## src/rtl/axi4_dma_pkg.sv

```systemverilog
// Shared AXI4 definitions for the DMA/memory slice.
// Contents: burst type codes, response codes, read-side FSM state enum.
package axi4_dma_pkg;

  localparam logic [1:0] BURST_FIXED = 2'b00;
  localparam logic [1:0] BURST_INCR  = 2'b01;
  localparam logic [1:0] BURST_WRAP  = 2'b10;

  localparam logic [1:0] RESP_OKAY   = 2'b00;
  localparam logic [1:0] RESP_SLVERR = 2'b10;

  typedef enum logic {
    ST_IDLE  = 1'b0,
    ST_BURST = 1'b1
  } rd_state_e;

endpackage

```

## src/rtl/axi4_rd_fifo.sv

```systemverilog
// Two-entry output buffer for R beats.
// Ports: clk_i/rst_ni (async active-low), push_i/data_i write side,
//        pop_i/data_o read side (data_o is the head entry),
//        full_o/empty_o status. Push while full is accepted only together
//        with a pop, so simultaneous push/pop keeps occupancy unchanged.
module axi4_rd_fifo #(
  parameter int unsigned WIDTH = 8
) (
  input  logic             clk_i,
  input  logic             rst_ni,
  input  logic             push_i,
  input  logic [WIDTH-1:0] data_i,
  input  logic             pop_i,
  output logic [WIDTH-1:0] data_o,
  output logic             full_o,
  output logic             empty_o
);

  logic [WIDTH-1:0] mem_q [2];
  logic             wptr_q;
  logic             rptr_q;
  logic [1:0]       cnt_q;
  logic             push_ok;
  logic             pop_ok;

  always_comb begin
    full_o  = (cnt_q == 2'd2);
    empty_o = (cnt_q == 2'd0);
    pop_ok  = pop_i && !empty_o;
    push_ok = push_i && (!full_o || pop_i);
    data_o  = mem_q[rptr_q];
  end

  always_ff @(posedge clk_i or negedge rst_ni) begin
    if (!rst_ni) begin
      mem_q[0] <= '0;
      mem_q[1] <= '0;
      wptr_q   <= 1'b0;
      rptr_q   <= 1'b0;
      cnt_q    <= '0;
    end else begin
      if (push_ok) begin
        mem_q[wptr_q] <= data_i;
        wptr_q        <= ~wptr_q;
      end
      if (pop_ok) begin
        rptr_q <= ~rptr_q;
      end
      cnt_q <= cnt_q + 2'(push_ok) - 2'(pop_ok);
    end
  end

endmodule

```

## src/rtl/axi4_mem_rd.sv

```systemverilog
// AXI4 read slave in front of a simple-dual-port memory read port
// (read latency 1, enable tied high).
// Ports: clk, rst_n (async active-low); AR channel arid/araddr/arlen/
//        arsize/arburst/arvalid/arready; R channel rid/rdata/rresp/rlast/
//        rvalid/rready; memory read port addrb (word address) / doutb.
// FIXED holds the word address, INCR advances it modulo DEPTH; WRAP,
// reserved bursts and unsupported sizes return SLVERR beats with zero data.
module axi4_mem_rd
  import axi4_dma_pkg::*;
#(
  parameter int unsigned DEPTH     = 8,
  parameter int unsigned DATA_SIZE = 32,
  parameter int unsigned ADDR_W    = 32,
  parameter int unsigned ID_W      = 4
) (
  input  logic                     clk,
  input  logic                     rst_n,
  input  logic [ID_W-1:0]          arid,
  input  logic [ADDR_W-1:0]        araddr,
  input  logic [7:0]               arlen,
  input  logic [2:0]               arsize,
  input  logic [1:0]               arburst,
  input  logic                     arvalid,
  output logic                     arready,
  output logic [ID_W-1:0]          rid,
  output logic [DATA_SIZE-1:0]     rdata,
  output logic [1:0]               rresp,
  output logic                     rlast,
  output logic                     rvalid,
  input  logic                     rready,
  output logic [$clog2(DEPTH)-1:0] addrb,
  input  logic [DATA_SIZE-1:0]     doutb
);

  localparam int unsigned AW  = $clog2(DEPTH);
  localparam int unsigned BSH = $clog2(DATA_SIZE / 8);
  localparam int unsigned FW  = ID_W + DATA_SIZE + 3;

  rd_state_e       state_q;
  logic            arready_q;
  logic [ID_W-1:0] id_q;
  logic [AW-1:0]   addr_q;
  logic [7:0]      cnt_q;
  logic            incr_q;
  logic            err_q;

  // One read is in flight between issue and FIFO push.
  logic            inf_q;
  logic [ID_W-1:0] inf_id_q;
  logic            inf_err_q;
  logic            inf_last_q;

  logic [AW-1:0]        word_addr;
  logic                 err_d;
  logic                 pop;
  logic                 issue;
  logic [1:0]           occ;
  logic [1:0]           occ_left;
  logic [1:0]           credit;
  logic [DATA_SIZE-1:0] beat_data;
  logic [FW-1:0]        fifo_din;
  logic [FW-1:0]        fifo_dout;
  logic                 fifo_full;
  logic                 fifo_empty;

  always_comb begin
    word_addr = AW'(araddr >> BSH);
    err_d     = (arburst == BURST_WRAP) || (arburst == 2'b11) ||
                (arsize != 3'(BSH));
    pop       = !fifo_empty && rready;
    occ       = fifo_full ? 2'd2 : (fifo_empty ? 2'd0 : 2'd1);
    // Counting this cycle's pop keeps one beat per clock with only two
    // buffer slots while still never pushing into a full FIFO.
    occ_left  = occ - {1'b0, pop};
    credit    = occ_left + {1'b0, inf_q};
    issue     = (state_q == ST_BURST) && (credit < 2'd2);
    beat_data = inf_err_q ? '0 : doutb;
    fifo_din  = {inf_id_q, beat_data,
                 (inf_err_q ? RESP_SLVERR : RESP_OKAY), inf_last_q};
  end

  always_ff @(posedge clk or negedge rst_n) begin
    if (!rst_n) begin
      state_q    <= ST_IDLE;
      arready_q  <= 1'b0;
      id_q       <= '0;
      addr_q     <= '0;
      cnt_q      <= '0;
      incr_q     <= 1'b0;
      err_q      <= 1'b0;
      inf_q      <= 1'b0;
      inf_id_q   <= '0;
      inf_err_q  <= 1'b0;
      inf_last_q <= 1'b0;
    end else begin
      inf_q      <= issue;
      inf_id_q   <= id_q;
      inf_err_q  <= err_q;
      inf_last_q <= (cnt_q == 8'd0);
      case (state_q)
        ST_IDLE: begin
          arready_q <= 1'b1;
          if (arvalid && arready_q) begin
            id_q      <= arid;
            addr_q    <= word_addr;
            cnt_q     <= arlen;
            incr_q    <= (arburst == BURST_INCR);
            err_q     <= err_d;
            state_q   <= ST_BURST;
            arready_q <= 1'b0;
          end
        end
        ST_BURST: begin
          if (issue) begin
            if (incr_q) begin
              addr_q <= addr_q + AW'(1);
            end
            cnt_q <= cnt_q - 8'd1;
            if (cnt_q == 8'd0) begin
              state_q   <= ST_IDLE;
              arready_q <= 1'b1;
            end
          end
        end
        default: state_q <= ST_IDLE;
      endcase
    end
  end

  axi4_rd_fifo #(
    .WIDTH(FW)
  ) u_fifo (
    .clk_i  (clk),
    .rst_ni (rst_n),
    .push_i (inf_q),
    .data_i (fifo_din),
    .pop_i  (pop),
    .data_o (fifo_dout),
    .full_o (fifo_full),
    .empty_o(fifo_empty)
  );

  assign {rid, rdata, rresp, rlast} = fifo_dout;
  assign rvalid  = !fifo_empty;
  assign arready = arready_q;
  assign addrb   = addr_q;

endmodule

```

## config.mk

```make
export PLATFORM = sky130hd
export DESIGN_NAME = axi4_mem_rd
export DESIGN_NICKNAME = d
export VERILOG_FILES = /design/src/rtl/axi4_dma_pkg.sv /design/src/rtl/axi4_rd_fifo.sv /design/src/rtl/axi4_mem_rd.sv
export SDC_FILE = /design/constraint.sdc
export NUM_CORES = 1
export LEC_CHECK = 0
export ABC_CLOCK_PERIOD_IN_PS = 5300
export BUFFER_PORTS_ARGS = -buffer_cell sky130_fd_sc_hd__buf_2
export CELL_PAD_IN_SITES_DETAIL_PLACEMENT = 0
export CELL_PAD_IN_SITES_GLOBAL_PLACEMENT = 1
export CORE_MARGIN = 5
export CORE_UTILIZATION = 30
export CTS_BUF_LIST = sky130_fd_sc_hd__clkbuf_4
export DETAILED_ROUTE_END_ITERATION = 10
export PLACE_DENSITY = 0.7
export SLEW_MARGIN = 30
export SYNTH_ARGS = -nofsm -noshare
export SYNTH_HDL_FRONTEND = slang
export SYNTH_SLANG_ARGS = --single-unit
```

## constraint.sdc

```tcl
create_clock -name clk -period 5.3 [get_ports clk]
set_input_delay 0 -clock clk [delete_from_list [all_inputs] [get_ports clk]]
set_output_delay 0 -clock clk [all_outputs]
set_load 0.03 [all_outputs]
```

## After elaboration in Yosys (flattened, before gate mapping)

Cells that the tools add are included.

| storage, ports and cells | value |
|---|---|
| memory bits (writable) | 0 |
| ROM bits | 0 |
| bits of input ports | 85 |
| flip-flop bits (word level) | 108 |
| word-level logic and storage cells | 82 |
| latch bits | 0 |
| memories kept | 0 |

| cells by class | value |
|---|---|
| shift operators | 0 |
| add/subtract/negate cells | 6 |
| eq/ne operators | 9 |
| $lt $le $gt $ge | 4 |
| $mul | 0 |
| reduce and logical (&&, ||, !) cells | 17 |
| div/mod/pow operators | 0 |
| mux-type cells | 25 |
| bitwise logic cells | 5 |

Operator list:

| cell | count |
|---|---|
| 39-bit two-way mux | 4 |
| 78-bit bitwise mux | 1 |
| 39-bit demux with 1-bit select | 1 |
| 32-bit two-way mux | 1 |
| 8-bit two-way mux | 2 |
| 8-bit one-hot mux with 2 select lines | 1 |
| 3-bit two-way mux | 3 |
| 8-bit logical NOT | 1 |
| 8-bit by 1-bit subtractor with 8-bit output (second input constant) | 1 |
| 1-bit two-way mux | 7 |
| 2-bit == test (second input constant) | 3 |
| 1-bit logical AND | 6 |
| 2-bit by 1-bit != test with 1-bit output (second input constant) | 3 |
| 3-bit one-hot mux with 2 select lines | 1 |
| 2-bit AND reduction | 3 |
| 2-bit by 1-bit adder with 2-bit output | 2 |
| 2-bit greater-or-equal comparator (second input constant) | 2 |
| 2-bit two-way mux | 2 |
| 1-bit NOT with 2-bit output | 2 |
| 1-bit one-hot mux with 2 select lines | 2 |
| 2-bit by 1-bit subtractor with 2-bit output | 2 |
| 3-bit by 1-bit adder with 3-bit output (second input constant) | 1 |
| 1-bit logical OR | 3 |
| 3-bit by 2-bit != test with 1-bit output (second input constant) | 1 |
| 8 further kinds | 11 |

## Longest topological paths before layout

Gate-level depths: netlist of the first run.

| depth | value |
|---|---|
| word-level depth | 9 |
| mapped depth | 7 |
| gate-level depth less buffers | 7 |

## Modules after synthesis

A second synthesis of the first run with hierarchy kept.

| unflattened totals | value |
|---|---|
| cells, all modules | 385 |
| area total of the unflattened synthesis | 5076.1 sq um |

By module, submodules not included:

| module | sequential area each (sq um) | cells an instance | area each (sq um) | times used |
|---|---|---|---|---|
| axi4_rd_fifo | 2052.0 | 226 | 3564.7 | 1 |
| axi4_mem_rd | 650.6 | 159 | 1511.4 | 1 |

## Least setup slack after synthesis of the first run

Ideal clock, no wire load.

| timing path | value |
|---|---|
| kind | flip-flop to flip-flop |
| from | reg u_fifo.cnt_q[1] |
| to | reg cnt_q[4] |
| data arrival time | 2.281 ns |
| period minus slack after synthesis | 2.407 ns |
| cell stages (with the launch flop) | 8 |
| slack | 2.893 ns |
| setup time | 0.126 ns |
| path buffers | 0 |
| cell sequence | dfrtp_1 or2_2 and2_1 ha_1 nor2b_1 xnor3_1 or4_1 o311a_1 |

| between the ends | value |
|---|---|
| longest elaborated chain between the ends | 9 |
| elaborated cells on any way between the ends | 12 |

RTL lines:

| what | line | RTL |
|---|---|---|
| start: declaration | axi4_rd_fifo.sv:22 | `logic [1:0] cnt_q;` |
| start signal: assignment | axi4_rd_fifo.sv:49 | `cnt_q <= cnt_q + 2'(push_ok) - 2'(pop_ok);` |
| 2-bit logical NOT | axi4_rd_fifo.sv:28 | `empty_o = (cnt_q == 2'd0);` |
| 1-bit logical NOT | n/a |  |
| net rvalid | axi4_mem_rd.sv:29 | `output logic rvalid,` |
| 1-bit logical AND | axi4_mem_rd.sv:70 | `pop = !fifo_empty && rready;` |
| 2-bit by 1-bit subtractor with 2-bit output | axi4_mem_rd.sv:74 | `occ_left = occ - {1'b0, pop};` |
| 2-bit by 1-bit adder with 2-bit output | axi4_mem_rd.sv:75 | `credit = occ_left + {1'b0, inf_q};` |
| 2-bit < comparator | axi4_mem_rd.sv:76 | `issue = (state_q == ST_BURST) && (credit < 2'd2);` |
| 1-bit logical AND | axi4_mem_rd.sv:76 |  |
| 2-bit by 1-bit != test with 1-bit output (no line) | n/a |  |
| 2-bit AND reduction (no line) | n/a |  |
| end signal: assignment | axi4_mem_rd.sv:106 | `cnt_q <= arlen;` |
| end signal: assignment | axi4_mem_rd.sv:118 | `cnt_q <= cnt_q - 8'd1;` |
| end: declaration | axi4_mem_rd.sv:43 | `logic [7:0] cnt_q;` |

The timed path passes the listed nets, and every way through them passes these cells.
A chain may end at the register's enable or synchronous reset.

## Worst setup path after layout of the first run

| timing path | value |
|---|---|
| from | reg u_fifo.cnt_q[1] |
| to | reg addr_q[1] (netlist: addrb[1]) |

| between the ends | value |
|---|---|
| longest elaborated chain between the ends | 9 |
| elaborated cells on any way between the ends | 12 |

RTL lines:

| what | line | RTL |
|---|---|---|
| 2-bit logical NOT | axi4_rd_fifo.sv:28 |  |
| 1-bit two-way mux or 1-bit logical NOT (tied branches) | axi4_mem_rd.sv:71, axi4_mem_rd.sv:70 |  |
| 2-bit two-way mux or 1-bit logical AND (tied branches) | axi4_mem_rd.sv:71, axi4_mem_rd.sv:70 |  |
| 2-bit by 1-bit subtractor with 2-bit output * | axi4_mem_rd.sv:74 |  |
| 2-bit by 1-bit adder with 2-bit output * | axi4_mem_rd.sv:75 |  |
| 2-bit < comparator * | axi4_mem_rd.sv:76 |  |
| 1-bit logical AND * | axi4_mem_rd.sv:76 |  |
| 2-bit by 1-bit != test with 1-bit output (no line) * | n/a |  |
| 3-bit AND reduction (no line) * | n/a |  |
| end signal: assignment | axi4_mem_rd.sv:105 | `addr_q <= word_addr;` |
| end signal: assignment | axi4_mem_rd.sv:116 | `addr_q <= addr_q + AW'(1);` |
| end: declaration | axi4_mem_rd.sv:42 | `logic [AW-1:0] addr_q;` |

Every way passes the cells marked *; elsewhere a longest branch is shown, timed or not.

==> results of run 1 <==
-- power by group --
part / switching [mW] / internal (mW)
clock network: 0.275 / 0.238
registers: 0.258 / 1.17
logic: 1.11 / 0.935
-- registers in the layout, indices dropped and copies added (netlist names) --
signal / flops
state_q: 1
addrb: 3
incr_q: 1
inf_err_q: 1
u_fifo.mem_q: 76
err_q: 1
arready: 1
inf_last_q: 1
u_fifo.rptr_q: 1
id_q: 4
u_fifo.wptr_q: 1
inf_q: 1
inf_id_q: 4
cnt_q: 8
u_fifo.cnt_q: 2
-- cell families (layout without fill, tap and decap cells) --
kind of cell	Yosys count	in the layout	share of synthesized area (%)
buf+inv	29	179	2.71
fa+ha+maj	6	6	1.52
xor+xnor	6	6	1.65
other cells	1	1	0.0759
mux	118	118	26.9
simple gates	83	83	9.40
compound gates	26	26	4.08
flops	106	106	53.7
-- how the worst min path moves through the flow --
stage          endpoint
2_1_floorplan  addrb[0]
3_3_place_gp    id_q[0]
3_5_place_dp    id_q[1]
6_report        id_q[0]
5_1_grt         id_q[0]
4_1_cts         id_q[1]
-- critical path: stages, from the launching register on --
cell	delay, ns
dfrtp_1	0.46
or2_2	0.31
and2_1	0.16
ha_1	0.28
nor2b_1	0.19
xnor3_1	0.36
o21ai_1	0.27
mux2_2	0.37
-- cell usage after synthesis, drive strengths merged (2+ instances only) --
library cell	instances	area (um2)
a211oi	4	30.0
a31oi	2	12.5
a32oi	2	17.5
and2	3	18.8
buf	11	66.3
clkbuf	8	30.0
dfrtp	106	2650
ha	6	75.1
inv	10	37.5
mux2	116	1310
mux2i	2	20.0
nand2	21	78.8
nand2b	3	26.3
nand4	2	12.5
nor2	7	26.3
nor2b	33	206
nor3	3	15.0
o211ai	2	15.0
o21a	2	15.0
o21ai	3	15.0
o32ai	2	17.5
or4	2	15.0
xnor2	2	17.5
xor2	2	17.5
-- area by class of cell --
type | instances | area share [%]
tap | 220 | 4.33
clock buffer | 9 | 1.06
sequential | 106 | 41.8
multi-input combinational | 240 | 34.1
clock inverter | 7 | 1.81
inverter | 10 | 0.590
timing repair buffer | 153 | 16.3
-- per-layer routing --
| layer | GRT usage, % | share of wire (%) | vias to the layer above |
|---|---|---|---|
| met5 | 0 | 0 | - |
| met2 | 20.0 | 51 | 82 |
| met4 | 3.90 | 1.3 | 0 |
| met3 | 3.31 | 4.3 | 12 |
| li1 | - | - | 1603 |
| met1 | 15.3 | 44 | 1712 |
-- repair_timing --
action / 4_1_cts / 5_1_grt
buffers inserted: 0 / 0
hold endpoints to repair: 130 / 0
hold buffers: 53 / 0
==> flow_metrics.py, run 1 <==
metrics = {
    "outcome": {
        "status": "completed",
    },
    "cts": {
        "cts_buffer_depth": 2,
        "clock_latency_ns": 0.47,
        "clkTransAtPathRegs_ns": 0.17,
        "root_buffer": "clkbuf_4",
        "cts_resized": 0,
        "clkSinkCount": 106,
        "h-tree-depth": 3,
        "numCtsBuffers": 9,
        "cts_tree": "built",
    },
    "critical_path": {
        "r2r-end": "addrb[1]",
        "cp.required_ns": 5.68,
        "worstSetupStartpoint": "u_fifo.cnt_q[1]",
        "cp-start-kind": "flip-flop",
        "endpoint": "addrb[1]",
        "endpoint_kind": "flip-flop",
        "r2r_setup_slack_ns": 2.80,
        "rr_worst_depth": 7,
        "critical_path_class": "reg -> reg",
        "crit_arrival_ns": 2.88,
        "worstReg2RegStart": "u_fifo.cnt_q[1]",
        "cp_max_fo": 6,
    },
    "global_route": {
        "grt_max_degree": 61,
        "grt.overflow.total": 0,
        "grt_pass1_vias": 3765,
        "track_usage_pct": 12.1,
        "grt_pass1_wl_mm": 18.9,
        "antenna_found_initial": 0,
    },
    "timing": {
        "fmax_mhz": 401,
        "setup_tns_ns": 0,
        "setup_viol": 0,
        "whs_ns": 0.0626,
        "finClkSkew_ns": 0.0225,
        "report.final.hold_viol_count": 0,
        "rsz0062_at_grt": "no",
        "drv_slew": 0,
        "period_share_pct": 47.1,
        "fin_ws_ns": 2.80,
        "min_period_ns": 2.50,
        "worst_pin_slew_ns": 0.785,
        "slew_headroom_pct": 47.7,
    },
    "pwr": {
        "leakage_nw": 3.04,
        "peakVddDrop_mv": 0.300,
        "total_power_mw": 3.98,
        "powerDensity_mw_per_mm2": 626,
    },
    "route": {
        "firstDrtPassIters": 4,
        "route.detailed.drc": 0,
        "wirelength_mm": 11.2,
        "drt_iter0_drc": 123,
        "num_vias": 3409,
        "final_antenna_net_count": 0,
        "viasPerCell": 4.58,
        "wl_per_cell_um": 15.1,
    },
    "yosys": {
        "synth_cells": 375,
        "async_flop_share_pct": 100,
        "synth_cell_types": 50,
        "yosysSeqAreaShare_pct": 53.7,
        "synth-seq-cells": 106,
        "synth_nets": 466,
        "synth-edff-count": 0,
        "ys.warnings.count": 0,
        "synthesis.area_mm2": 0.00494,
        "ys.flop_type": "dfrtp_1",
        "syn_avg_cell_area_um2": 13.2,
    },
    "place": {
        "dp_hpwl_mm": 7.10,
        "gp_congestion": 0.768,
        "place_area_mm2": 0.00564,
        "place_ws_ns": 2.78,
        "place_inst": 676,
        "io_buffers": 98,
    },
    "layout": {
        "final_core_util_pct": 38.9,
        "layout_common_cells": "116 x mux2_2, 105 x dfrtp_1, 97 x buf_2",
        "antenna_cells": 0,
        "final_common_cell": "mux2_2",
        "nFillCells": 1628,
        "final_cells": 745,
        "register_area_mm2": 0.00266,
        "layout.nets": 611,
        "drive_above_1_share_pct": 45.3,
        "design_area_mm2": 0.00636,
        "synthToLayoutAreaGrowth_pct": 28.7,
        "multi_input_area_mm2": 0.00217,
    },
    "floorplanning": {
        "rows": 47,
        "io_pins": 129,
        "dieWidth_um": 138,
        "die_h_um": 138,
        "start_util_pct": 30.2,
        "dieArea_mm2": 0.0191,
        "core_region_area_mm2": 0.0163,
    },
    "run": {
        "maxCapViolCount": 0,
    },
    "min_path": {
        "min_path_type": "in -> async",
    },
}
Note: power is estimated with default switching activity, not from simulation.
==> run 2, diff against run 1 <==
- ABC_CLOCK_PERIOD_IN_PS: 5300 -> 2050
- PLACE_DENSITY: 0.7 -> 0.72
- clock period: 5.3 -> 2.05 ns (I/O delays scaled with it)
==> run 2 against run 1 <==
  * The flow now finishes with violations (setup timing)
  * Setup slack got worse by 2.8 ns
  * Clock power rose to 2.6 times the previous value
  * First-iteration DRC count fell by 45%
  * Via count rose by 2.9%
  * Sequential cell count did not move
  * Sequential share of layout area fell by 2.4 points
  * Non-clock buffer count rose by 31
  * Register-to-register slack got worse by 2.8 ns
  * Fmax rose by 21%
  * Largest power group unchanged
  * Highest routed layer unchanged
==> flow_metrics.py, run 2 (synthesis gave the netlist of run 1 again) <==
metrics = {
    "timing": {
        "fmax_mhz": 484,
        "setup_viol": 2,
        "min_period_ns": 2.07,
        "period_share_pct": 101,
        "finClkSkew_ns": 0.0228,
        "drv_slew": 0,
        "worst_pin_slew_ns": 0.677,
        "whs_ns": 0.267,
        "slew_headroom_pct": 54.4,
        "fin_ws_ns": -0.0170,
        "report.final.hold_viol_count": 0,
        "setup_tns_ns": -0.0337,
        "rsz0062_at_grt": "yes",
    },
    "layout": {
        "layout_common_cells": "115 x mux2_2, 105 x dfrtp_1, 97 x buf_2",
        "reg.largest.list": "u_fifo.mem_q: 76 flops, cnt_q: 8 flops",
        "max_flop_register": "u_fifo.mem_q",
        "nFillCells": 1605,
        "layout.nets": 642,
        "design_area_mm2": 0.00674,
        "multi_input_area_mm2": 0.00221,
        "final_common_cell": "mux2_2",
        "largest_reg_flops": 76,
        "synthToLayoutAreaGrowth_pct": 36.4,
        "final_cells": 776,
        "final_core_util_pct": 41.2,
        "register_area_mm2": 0.00266,
        "drive_above_1_share_pct": 48.9,
        "antenna_cells": 0,
    },
    "place": {
        "place_area_mm2": 0.00589,
        "gp_congestion": 0.794,
        "dp_hpwl_mm": 7.73,
        "io_buffers": 98,
        "place_ws_ns": -0.0804,
        "place_inst": 697,
    },
    "critical_path": {
        "r2r_setup_slack_ns": -0.02,
        "cp-start-kind": "flip-flop",
        "worstReg2RegStart": "u_fifo.cnt_q[1]",
        "cp.required_ns": 2.47,
        "cp_max_fo": 6,
        "critical_path_class": "reg -> reg",
        "worstSetupStartpoint": "u_fifo.cnt_q[1]",
        "endpoint": "addrb[2]",
        "r2r-end": "addrb[2]",
        "endpoint_kind": "flip-flop",
        "rr_worst_depth": 7,
        "crit_arrival_ns": 2.49,
    },
    "global_route": {
        "grt_pass1_vias": 3903,
        "track_usage_pct": 12.2,
        "grt.overflow.total": 0,
        "antenna_found_initial": 0,
        "grt_pass1_wl_mm": 19.2,
        "grt_max_degree": 55,
    },
    "pwr": {
        "peakVddDrop_mv": 0.814,
        "total_power_mw": 11.1,
        "leakage_nw": 3.23,
        "powerDensity_mw_per_mm2": 1650,
    },
    "route": {
        "viasPerCell": 4.52,
        "wirelength_mm": 11.4,
        "route.detailed.drc": 0,
        "firstDrtPassIters": 4,
        "drt_iter0_drc": 68,
        "final_antenna_net_count": 0,
        "wl_per_cell_um": 14.7,
        "num_vias": 3507,
    },
    "cts": {
        "h-tree-depth": 3,
        "numCtsBuffers": 9,
        "clkTransAtPathRegs_ns": 0.18,
        "root_buffer": "clkbuf_4",
        "clkSinkCount": 106,
        "cts_tree": "built",
        "cts_buffer_depth": 2,
        "clock_latency_ns": 0.48,
    },
    "floorplanning": {
        "core_region_area_mm2": 0.0163,
        "io_pins": 129,
        "die_h_um": 138,
        "dieArea_mm2": 0.0191,
        "rows": 47,
        "start_util_pct": 30.2,
        "dieWidth_um": 138,
    },
    "run": {
        "maxCapViolCount": 0,
    },
    "outcome": {
        "failed_checks": "setup timing",
        "status": "finished with violations",
    },
    "min_path": {
        "min_path_type": "in -> reg",
    },
}
run 2: cell types whose count changed in the layout (fill, tap and decap cells not counted), sizes merged:
cell	delta
buf	+23
dlygate4sd3	+8
clkinv	+1
clkinvlp	-1
run 2: routing by layer:
layer	share of wire, %	vias to the layer above	track usage [%]
met5	0	-	0
met4	1.2	0	3.22
met3	4.4	11	3.56
met2	51	75	21.3
met1	43	1756	14.7
li1	-	1665	-
run 2: worst min path at each step:
stage,endpoint,cells past startpoint,start
2_1_floorplan,addrb[0],0,rst_n
3_3_place_gp,addrb[0],1,rst_n
3_5_place_dp,addrb[0],1,rst_n
4_1_cts,cnt_q[5],4,arlen[5]
5_1_grt,addrb[2],4,araddr[4]
6_report,cnt_q[5],4,arlen[5]
run 2: cell type report:
| class | count | share of cell area (%) |
|---|---|---|
| flip-flops and latches | 106 | 39.4 |
| well taps | 220 | 4.09 |
| inverters | 10 | 0.557 |
| clock buffers | 9 | 1.00 |
| clock inverters | 7 | 1.73 |
| multi-input cells | 240 | 32.9 |
| repair buffers | 184 | 20.3 |
run 2: power by group:
part           internal (mW)  switching (mW)  total, mW
sequential              3.02           0.552       3.57
clock                  0.618           0.706       1.32
combinational           3.06            3.16       6.22
total                   6.69            4.42       11.1
run 2: worst max-delay path: stages, from the launching register on:
cell	delay [ns]
dfrtp_1	0.41
or2_4	0.25
and2_4	0.14
ha_4	0.21
nor2b_4	0.11
xnor3_2	0.32
or4_1	0.48
o211ai_1	0.10
run 2: timing repair:
action / in CTS / in global routing
endpoints found under the setup margin: 7 / 22
pin swaps: 1 / 1
buffers inserted: 0 / 1
endpoints found under the hold margin: 191 / 0
resized for setup: 1 / 8
hold buffers: 62 / 0
==> run 3, diff against run 2 <==
- ABC_CLOCK_PERIOD_IN_PS: 2050 -> 2300
- PLACE_DENSITY: 0.72 -> 0.7
- clock period: 2.05 -> 2.3 ns (I/O delays scaled with it)
==> run 3 against run 2 <==
  * The run now ends clean
  * Via count fell by 0.88%
  * Core utilization fell by 1.6 points
  * Register-to-register slack better by 0.13 ns
  * Critical endpoint is now cnt_q[4]
  * Critical path type unchanged
  * Non-clock buffer count fell by 18
  * Total power down 16%
  * Cell area down 3.9%
  * Fmax shrank 5.5%
  * Cell count is 2.3% lower
  * Largest power group unchanged
  * Clock-buffer cell count increased by 2
  * Global-route usage down 0.24 points
==> flow_metrics.py, run 3 (synthesis gave the netlist of run 1 again) <==
metrics = {
    "outcome": {
        "status": "completed",
    },
    "layout": {
        "layout_common_cells": "116 x mux2_2, 105 x dfrtp_1, 97 x buf_2",
        "drive_above_1_share_pct": 47.6,
        "layout.nets": 624,
        "final_common_cell": "mux2_2",
        "reg.largest.list": "u_fifo.mem_q: 76 flops, cnt_q: 8 flops",
        "max_flop_register": "u_fifo.mem_q",
        "final_core_util_pct": 39.6,
        "synthToLayoutAreaGrowth_pct": 31.0,
        "largest_reg_flops": 76,
        "final_cells": 758,
        "design_area_mm2": 0.00647,
        "antenna_cells": 0,
        "nFillCells": 1630,
    },
    "route": {
        "firstDrtPassIters": 4,
        "wl_met1_mm": 4.75,
        "wl_met2_mm": 5.98,
        "top_layer_used": "met4",
        "final_antenna_net_count": 0,
        "wirelength_mm": 11.4,
        "viasPerCell": 4.59,
        "drt_iter0_drc": 129,
        "num_vias": 3476,
        "wl_met3_um": 451,
        "wl_per_cell_um": 15.0,
        "route.detailed.drc": 0,
    },
    "critical_path": {
        "cp-start-kind": "flip-flop",
        "crit_arrival_ns": 2.59,
        "critical_path_class": "reg -> reg",
        "endpoint_kind": "flip-flop",
        "crit_chain": "or2_4 > and2_1 > ha_4 > nor2b_2 > xnor3_2 > or4_4 > o311a_1",
        "cp_max_fo": 5,
        "crit_buf_inv": 0,
        "crit_family": "simple AND/OR/NAND/NOR gates",
        "cp.required_ns": 2.70,
        "cpMaxStageDelayCell": "or4_4",
        "critPathMaxStageDelay_ns": 0.49,
    },
    "floorplanning": {
        "start_util_pct": 30.2,
        "dieWidth_um": 138,
        "rows": 47,
        "die_h_um": 138,
        "dieArea_mm2": 0.0191,
        "core_region_area_mm2": 0.0163,
        "io_pins": 129,
    },
    "cts": {
        "clkSinkCount": 106,
        "clkTransAtPathRegs_ns": 0.18,
        "h-tree-depth": 3,
        "numCtsBuffers": 9,
        "cts_tree": "built",
        "clock_latency_ns": 0.49,
        "root_buffer": "clkbuf_4",
        "cts_buffer_depth": 2,
    },
    "timing": {
        "rsz0062_at_grt": "no",
        "finClkSkew_ns": 0.0412,
        "slew_headroom_pct": 56.3,
        "drv_slew": 0,
        "period_share_pct": 95.1,
        "setup_viol": 0,
        "whs_ns": 0.0831,
        "min_period_ns": 2.19,
        "worst_pin_slew_ns": 0.649,
        "report.final.hold_viol_count": 0,
        "fmax_mhz": 457,
    },
    "place": {
        "gp_congestion": 0.787,
        "dp_hpwl_mm": 7.63,
        "io_buffers": 98,
        "place_inst": 687,
        "place_area_mm2": 0.00577,
    },
    "global_route": {
        "grt.overflow.total": 0,
        "antenna_found_initial": 0,
        "grt_max_degree": 57,
        "grt_pass1_wl_mm": 18.7,
        "grt_pass1_vias": 3777,
        "track_usage_pct": 12.0,
    },
    "run": {
        "maxCapViolCount": 0,
    },
    "pwr": {
        "leakage_nw": 3.09,
        "total_power_mw": 9.31,
        "powerDensity_mw_per_mm2": 1440,
        "peakVddDrop_mv": 0.674,
    },
    "min_path": {
        "min_path_type": "in -> reg",
    },
}
==> run 3: area by class of cell <==
type | count | area (um2) | area share (%)
timing repair buffer | 166 | 1190 | 18.3
tap | 220 | 275 | 4.25
inverter | 10 | 37.5 | 0.580
multi-input combinational | 240 | 2180 | 33.7
clock buffer | 11 | 82.6 | 1.28
clock inverter | 5 | 55.1 | 0.851
sequential | 106 | 2650 | 41.0
==> run 3: worst paths after layout <==
kind / start / to / slack [ns] / cells past startpoint
worst min-delay path: arvalid / state_q / 0.08 / 3
min in group asynchronous: rst_n / id_q[1] / 0.09 / 2
worst max register to register: u_fifo.cnt_q[0] / cnt_q[4] / 0.11 / 7
worst max-delay path: u_fifo.cnt_q[0] / cnt_q[4] / 0.11 / 7
max in group asynchronous: rst_n / u_fifo.mem_q[18] / 1.44 / 3
worst min register to register: id_q[2] / inf_id_q[2] / 0.40 / 0
==> run 3: timing repair <==
item / in CTS / in global routing
buffers inserted: 1 / 1
hold buffers: 53 / 0
gates resized for setup: 1 / 4
pin swaps: 0 / 1
setup endpoints to repair: 2 / 12
hold endpoints to repair: 141 / 0
==> run 3: per-stage QoR <==
stage / setup TNS [ns] / worst slack [ns]
after detailed placement: -0.00582 / -0.00582
after CTS: 0 / 0.00304
after floorplan: 0 / 0.00000910
after global routing: 0 / 0.0331
final: 0 / 0.113
after global placement: 0 / 0.0403
==> run 3: per-layer routing <==
metal	track usage (%)	up-vias
li1	-	1636
met1	14.0	1749
met2	21.3	80
met4	4.84	0
met3	2.62	11
met5	0	-
==> run 3: where the power goes <==
part | switching, mW | internal (mW) | leakage [nW] | total [mW]
registers | 0.481 | 2.68 | 1.32 | 3.16
clock network | 0.614 | 0.355 | 0.0749 | 0.970
logic | 2.74 | 2.44 | 1.70 | 5.17
total | 3.83 | 5.48 | 3.09 | 9.31
==> run 3: worst register-to-register path, cell delays in order, from the launching register on <==
cell and delay [ns]:
dfrtp_1 0.41, or2_4 0.26, and2_1 0.19, ha_4 0.22
nor2b_2 0.13, xnor3_2 0.31, or4_4 0.49, o311a_1 0.12
